**src/rtl/rasterizer_mem_arbiter.sv**
```systemverilog
`default_nettype none
// ============================================================================
// Module   : rasterizer_mem_arbiter
// Purpose  : N-to-1 Avalon-MM round-robin arbiter with in-order read routing.
// Revision : 1.0  initial release
// ============================================================================
module rasterizer_mem_arbiter #(
  parameter int NUM_MASTERS = 3,
  parameter int ADDR_W      = 26,
  parameter int DATA_W      = 32,
  parameter int MAX_PENDING = 8,
  localparam int BE_W       = DATA_W / 8,
  localparam int c_CNT_W    = $clog2(MAX_PENDING) + 1
) (
  input  logic                          clock,
  input  logic                          reset,
  input  logic [NUM_MASTERS*ADDR_W-1:0] m_address,
  input  logic [NUM_MASTERS-1:0]        m_read,
  input  logic [NUM_MASTERS-1:0]        m_write,
  input  logic [NUM_MASTERS*BE_W-1:0]   m_byteenable,
  input  logic [NUM_MASTERS*DATA_W-1:0] m_writedata,
  output logic [NUM_MASTERS-1:0]        m_waitrequest,
  output logic [DATA_W-1:0]             m_readdata,
  output logic [NUM_MASTERS-1:0]        m_readdatavalid,
  output logic [ADDR_W-1:0]             s_address,
  output logic                          s_read,
  output logic                          s_write,
  output logic [BE_W-1:0]               s_byteenable,
  output logic [DATA_W-1:0]             s_writedata,
  input  logic                          s_waitrequest,
  input  logic [DATA_W-1:0]             s_readdata,
  input  logic                          s_readdatavalid,
  output logic [c_CNT_W-1:0]            pending_count,
  output logic                          rsp_error
);

  localparam int c_PTR_W = $clog2(MAX_PENDING);
  localparam int c_GNT_W = $clog2(NUM_MASTERS);
  localparam logic [c_CNT_W-1:0] c_FULL = c_CNT_W'(MAX_PENDING);
  localparam logic [c_GNT_W-1:0] c_LAST = c_GNT_W'(NUM_MASTERS - 1);

  typedef enum logic [0:0] {
    S_IDLE  = 1'b0,
    S_GRANT = 1'b1
  } state_t;

  state_t               r_state;
  state_t               w_state_nxt;
  logic [c_GNT_W-1:0]   r_gnt;
  logic [c_GNT_W-1:0]   r_rr_ptr;
  logic [c_GNT_W-1:0]   w_pick;
  logic                 w_found;
  logic                 w_load;
  logic                 w_accept;
  logic [NUM_MASTERS-1:0] w_elig;

  logic [c_GNT_W-1:0]   r_tag_mem [MAX_PENDING];
  logic [c_PTR_W-1:0]   r_wr_ptr;
  logic [c_PTR_W-1:0]   r_rd_ptr;
  logic [c_CNT_W-1:0]   r_count;
  logic                 r_rsp_error;
  logic [c_GNT_W-1:0]   w_head;
  logic                 w_full;
  logic                 w_empty;
  logic                 w_push;
  logic                 w_pop;
  logic                 w_gnt_rd;
  logic                 w_gnt_wr;
  logic                 w_gnt_req;

  assign w_full  = (r_count == c_FULL);
  assign w_empty = (r_count == '0);
  // Reads need a free tag slot; writes never produce a response.
  assign w_elig  = m_write | (m_read & {NUM_MASTERS{~w_full}});

  assign w_gnt_rd  = m_read[r_gnt];
  assign w_gnt_wr  = m_write[r_gnt] & ~m_read[r_gnt];
  assign w_gnt_req = m_read[r_gnt] | m_write[r_gnt];

  always_comb begin : p_pick
    int idx;
    w_found = 1'b0;
    w_pick  = '0;
    idx     = 0;
    for (int k = 0; k < NUM_MASTERS; k++) begin
      idx = int'(r_rr_ptr) + k;
      if (idx >= NUM_MASTERS) idx = idx - NUM_MASTERS;
      if (!w_found && w_elig[idx]) begin
        w_found = 1'b1;
        w_pick  = c_GNT_W'(idx);
      end
    end
  end

  always_comb begin : p_fsm
    w_state_nxt   = r_state;
    w_load        = 1'b0;
    w_accept      = 1'b0;
    m_waitrequest = '1;
    s_address     = '0;
    s_byteenable  = '0;
    s_writedata   = '0;
    s_read        = 1'b0;
    s_write       = 1'b0;
    case (r_state)
      S_IDLE: begin
        if (w_found) begin
          w_state_nxt = S_GRANT;
          w_load      = 1'b1;
        end
      end
      S_GRANT: begin
        s_address    = m_address[r_gnt*ADDR_W +: ADDR_W];
        s_byteenable = m_byteenable[r_gnt*BE_W +: BE_W];
        s_writedata  = m_writedata[r_gnt*DATA_W +: DATA_W];
        s_read       = w_gnt_rd & ~w_full;
        s_write      = w_gnt_wr;
        m_waitrequest[r_gnt] = (w_gnt_rd & w_full) | s_waitrequest;
        w_accept     = (s_read | s_write) & ~s_waitrequest;
        if (!w_gnt_req || w_accept) w_state_nxt = S_IDLE;
      end
      default: w_state_nxt = S_IDLE;
    endcase
  end

  always_ff @(posedge clock or negedge reset) begin
    if (!reset) begin
      r_state  <= S_IDLE;
      r_gnt    <= '0;
      r_rr_ptr <= '0;
    end else begin
      r_state <= w_state_nxt;
      if (w_load) r_gnt <= w_pick;
      if (w_accept) r_rr_ptr <= (r_gnt == c_LAST) ? '0 : r_gnt + 1'b1;
    end
  end

  // Tag FIFO: records the owner of every issued read so responses route in order.
  assign w_push = w_accept & s_read;
  assign w_pop  = s_readdatavalid & ~w_empty;
  assign w_head = r_tag_mem[r_rd_ptr];

  always_ff @(posedge clock or negedge reset) begin
    if (!reset) begin
      r_wr_ptr    <= '0;
      r_rd_ptr    <= '0;
      r_count     <= '0;
      r_rsp_error <= 1'b0;
    end else begin
      if (w_push) r_wr_ptr <= r_wr_ptr + 1'b1;
      if (w_pop)  r_rd_ptr <= r_rd_ptr + 1'b1;
      case ({w_push, w_pop})
        2'b10:   r_count <= r_count + 1'b1;
        2'b01:   r_count <= r_count - 1'b1;
        default: r_count <= r_count;
      endcase
      if (s_readdatavalid && w_empty) r_rsp_error <= 1'b1;
    end
  end

  always_ff @(posedge clock) begin
    if (w_push) r_tag_mem[r_wr_ptr] <= r_gnt;
  end

  assign m_readdata      = s_readdata;
  assign m_readdatavalid = w_pop ? (NUM_MASTERS'(1) << w_head) : '0;
  assign pending_count   = r_count;
  assign rsp_error       = r_rsp_error;

endmodule
`default_nettype wire
```
**config.mk**
```make
export PLATFORM = sky130hd
export DESIGN_NAME = rasterizer_mem_arbiter
export DESIGN_NICKNAME = d
export VERILOG_FILES = /design/src/rtl/rasterizer_mem_arbiter.sv
export SDC_FILE = /design/constraint.sdc
export NUM_CORES = 1
export LEC_CHECK = 0
export ABC_AREA = 1
export CAP_MARGIN = 20
export CELL_PAD_IN_SITES_DETAIL_PLACEMENT = 1
export CELL_PAD_IN_SITES_GLOBAL_PLACEMENT = 1
export CORE_ASPECT_RATIO = 1.4
export CORE_UTILIZATION = 17
export DETAILED_ROUTE_END_ITERATION = 8
export PLACE_DENSITY = 0.77
export SKIP_LAST_GASP = 1
export SLEW_MARGIN = 20
export SYNTH_ARGS = -nofsm -noshare
export SYNTH_HDL_FRONTEND = slang
export SYNTH_SLANG_ARGS = --single-unit
```
**constraint.sdc**
```tcl
create_clock -name clock -period 2.2 [get_ports clock]
set_input_delay 0.22 -clock clock [delete_from_list [all_inputs] [get_ports clock]]
set_output_delay 0.22 -clock clock [all_outputs]
set_load 0.005 [all_outputs]
```
==> impl_metrics.tcl <==
set metrics [dict create \
    cts.sink_count 32 \
    rows 63 \
    postSynth.topFlopCell "sky130_fd_sc_hd__edfxtp_1" \
    post_drt_via_cell_ratio 4.23 \
    worst_setup_path_end_kind "output port" \
    die_area_um2 22400 \
    timing_max_transition_violations_final 0 \
    async_reset_ff_frac 0.500 \
    r2r_end "pending_count[3]$_DFFE_PN0P_" \
    tritoncts "done" \
    timing.critical_path.slowest_stage_cell "sky130_fd_sc_hd__clkdlybuf4s50_1" \
    io_buffer_count 270 \
    syn-num-nets 885 \
    hold_viol_final 0 \
    area_of_the_placeable_core_um2 21300 \
    netlist.top_cell.by_area "sky130_fd_sc_hd__nand2_1" \
    setup-violations-final 43 \
    cp.required_ns 1.98 \
    grt_usage 0.155 \
    final_period_minus_worst_setup_slack_ns 2.30 \
    synth.cell_area_um2 3710 \
    worstMarginPinSlew_ns 0.388 \
    static-leakage-power_nw 3.79 \
    hold_buffers 0 \
    fin_total_pwr_mw 8.29 \
    final_core_utilization 0.347 \
    final.setup_skew_ns 0.00398 \
    timing_worst_setup_path_type "flop to output port" \
    synth-seq-cells 32 \
    post_dp_cell_area_um2 6640 \
    grt_start_max_net_pins 39 \
    synth_cell_type_count 36 \
    synthesis.area_per_instance_um2 5.71 \
    fin_tns_setup_ns -1.57 \
    failed_checks "negative setup slack" \
    critPathMaxStageDelay_ns 0.49 \
    globalRoute.totalOverflow 0 \
    clk_pin_slew_worst_paths_ns 0.06 \
    grt_setup_unrepaired "true" \
    finish.instance_area_um2 7390 \
    floorplan.initialDensity 0.174 \
    critical_path.most_common_cell "sky130_fd_sc_hd__nand2_1" \
    synth_sequential_area_ratio 0.238 \
    fin_ws_ns -0.105 \
    power.ir.vdd_worst_mv 0.401 \
    critical_path.max_fanout 5 \
    crit_path_cell_trace "buf_4 > nor2_4 > buf_12 > nand2_1 > nand2_2 > a31oi_4 > and2_4 > nand2_1 > clkdlybuf4s50_1" \
    outcome "finished with violations" \
    drc 0 \
    cpLargestDelayFamily "buffers and inverters" \
    ff2ff_setup_slack_ns -0.04 \
    die_h_um 177 \
    synth_warnings 0 \
    cts_htree_levels 2 \
    drt.antenna.violating_nets 0 \
    rr_worst_depth 14 \
    synth-edff-count 16 \
    cts_inserted_buffers 5 \
    number_of_antenna_violations_at_the_first_check_in_global_routing 1 \
    finalWeightedCongestion 0.781 \
    synthDominantCellAreaShare 0.299 \
    holdCritPathClass "input port to async pin" \
    cap_violations 0 \
    ys_top_cells_by_area "sky130_fd_sc_hd__nand2_1 30%, sky130_fd_sc_hd__edfxtp_1 13%, sky130_fd_sc_hd__dfrtp_1 11%" \
    fillers 2665 \
    chipWidth_um 127 \
    arrival_ns 2.08 \
    wire_per_inst_um 16.0 \
    postRouteWirelength_mm 18.9 \
    grt_pass1_wl_mm 27.2 \
    worst_slew_margin 0.741 \
    diodes 0 \
    first_global_vias 5148 \
    detail_route.first_pass.iterations 4 \
    route.vias.total 4997 \
    post_layout_instance_count_excluding_filler_cells 1181 \
    fin_crit_sh 1.05 \
    latest_clock_arrival_within_the_worst_skew_pair_ns 0.27 \
    clock.fmax_ghz 0.434 \
    cts_root_buf "sky130_fd_sc_hd__clkbuf_16" \
    area_growth_pct 99.4 \
    cts_max_path_buffers 2 \
    critPathBufInv 3 \
    floorplan.io_pins 335 \
    hpwl_mm 13.8 \
    type_of_origin_of_the_critical_path "flop" \
    worst_r2r_startpoint "r_gnt[0]$_DFFE_PN0P_" \
    cellPowerDensity_nw_per_um2 1120 \
    layout-drive-gt1-share 0.118 \
    drtIter0Drc 87 \
    dp_cells 1143 \
    syn-instance-count 649 \
    final_net_count 1156 \
]
[placed cells by master (no fill, tap or decap), drive strengths merged]
master	n
nor2	36
nand3	72
xnor2	3
nor3	2
a21oi	3
o21ai	9
and2	1
inv	92
clkbuf	9
a22oi	1
buf	51
clkinv	2
dlygate4sd2	11
o221ai	1
clkdlybuf4s50	244
o211ai	2
nand3b	1
edfxtp	16
dfrtp	16
a31oi	2
dlymetal6s2s	15
nand4	4
clkinvlp	1
xor2	4
mux2i	1
o32ai	3
or2	1
o21bai	1
o31ai	1
ha	8
bufinv	1
nand2	307
[repair_timing]
action	CTS	global route
setup buffers	7	14
pin swaps	9	6
gates cloned	3	6
endpoints found under the setup margin	71	63
gates resized for setup	41	37
[cell type report]
class / instances / area (µm²) / share of cell area
Timing Repair Buffer: 325 / 3440 / 0.465
Multi-Input combinational cell: 463 / 2210 / 0.299
Sequential cell: 32 / 885 / 0.120
Inverter: 93 / 367 / 0.0496
Tap cell: 260 / 325 / 0.0440
Clock buffer: 5 / 125 / 0.0169
Clock inverter: 3 / 42.5 / 0.00576
[power by group]
| part | internal, mW | switching, mW | total, mW |
|---|---|---|---|
| Clock | 0.531 | 0.255 | 0.786 |
| Combinational | 3.24 | 3.23 | 6.47 |
| Sequential | 0.834 | 0.201 | 1.04 |
[metal layers]
layer  up-vias  global-route usage  part of all wire
li1       2487                   -                 -
met1      2306               0.175              0.39
met2       179               0.303              0.54
met3        23              0.0323             0.054
met4         2              0.0184             0.012
met5         -                   0           0.00085
[registers in the layout, indices dropped and copies added (netlist names)]
signal and flops:
r_state 1, rsp_error 1, r_rr_ptr 2, r_rd_ptr 3, r_gnt 2, pending_count 4, r_wr_ptr 3, r_tag_mem 16
[Yosys cell counts (4+ instances only)]
library cell,n
sky130_fd_sc_hd__nand2_1,295
sky130_fd_sc_hd__inv_1,90
sky130_fd_sc_hd__nand3_1,70
sky130_fd_sc_hd__buf_4,33
sky130_fd_sc_hd__nor2_1,31
sky130_fd_sc_hd__dfrtp_1,16
sky130_fd_sc_hd__edfxtp_1,16
sky130_fd_sc_hd__clkbuf_1,11
sky130_fd_sc_hd__buf_1,9
sky130_fd_sc_hd__nand2_2,9
sky130_fd_sc_hd__buf_2,8
sky130_fd_sc_hd__ha_1,8
sky130_fd_sc_hd__o21ai_0,7
sky130_fd_sc_hd__xor2_1,4
[how the worst max path moves through the flow]
stage,slack (ns),startpoint,end,depth (start not counted)
after floorplan,0.15,r_gnt[0]$_DFFE_PN0P_,pending_count[3]$_DFFE_PN0P_,12
after global placement,0.05,r_gnt[1]$_DFFE_PN0P_,pending_count[3]$_DFFE_PN0P_,14
after detailed placement,-0.07,r_gnt[1]$_DFFE_PN0P_,pending_count[3]$_DFFE_PN0P_,14
after CTS,-0.10,r_gnt[1]$_DFFE_PN0P_,s_writedata[4],9
after global routing,-0.18,r_gnt[0]$_DFFE_PN0P_,m_waitrequest[0],9
final,-0.10,r_gnt[0]$_DFFE_PN0P_,m_waitrequest[0],9
[kinds of logic (layout without fill, tap and decap cells)]
logic type      after synthesis  in the layout  share of synthesized area
simple gates                424            424                      0.483
buf+inv                     154            426                      0.192
mux                           1              1                    0.00270
xor+xnor                      7              7                     0.0165
flops                        32             32                      0.238
compound gates               23             23                     0.0405
fa+ha+maj                     8              8                     0.0270
[stage by stage]
| step | setup WS (ns) | hold WS [ns] |
|---|---|---|
| floorplan | 0.152 | -0.0756 |
| global placement | 0.0517 | 0.440 |
| detailed placement | -0.0685 | 0.440 |
| CTS | -0.102 | 0.291 |
| global route | -0.184 | 0.304 |
| finish | -0.105 | 0.289 |
[worst reg2reg max path, cell delays in order, from the launching register on]
cell and delay, ns:
sky130_fd_sc_hd__dfrtp_1 0.40, sky130_fd_sc_hd__buf_4 0.16, sky130_fd_sc_hd__nor2_4 0.11, sky130_fd_sc_hd__buf_12 0.15, sky130_fd_sc_hd__nand2_1 0.07, sky130_fd_sc_hd__nand2_2 0.12, sky130_fd_sc_hd__nand4_4 0.13, sky130_fd_sc_hd__ha_4 0.21
sky130_fd_sc_hd__nand2_1 0.06, sky130_fd_sc_hd__inv_1 0.07, sky130_fd_sc_hd__nor2_2 0.11, sky130_fd_sc_hd__nand3b_1 0.12, sky130_fd_sc_hd__o31ai_1 0.10, sky130_fd_sc_hd__o211ai_1 0.16, sky130_fd_sc_hd__xor2_1 0.16
Power figures use the tool's default switching activity.
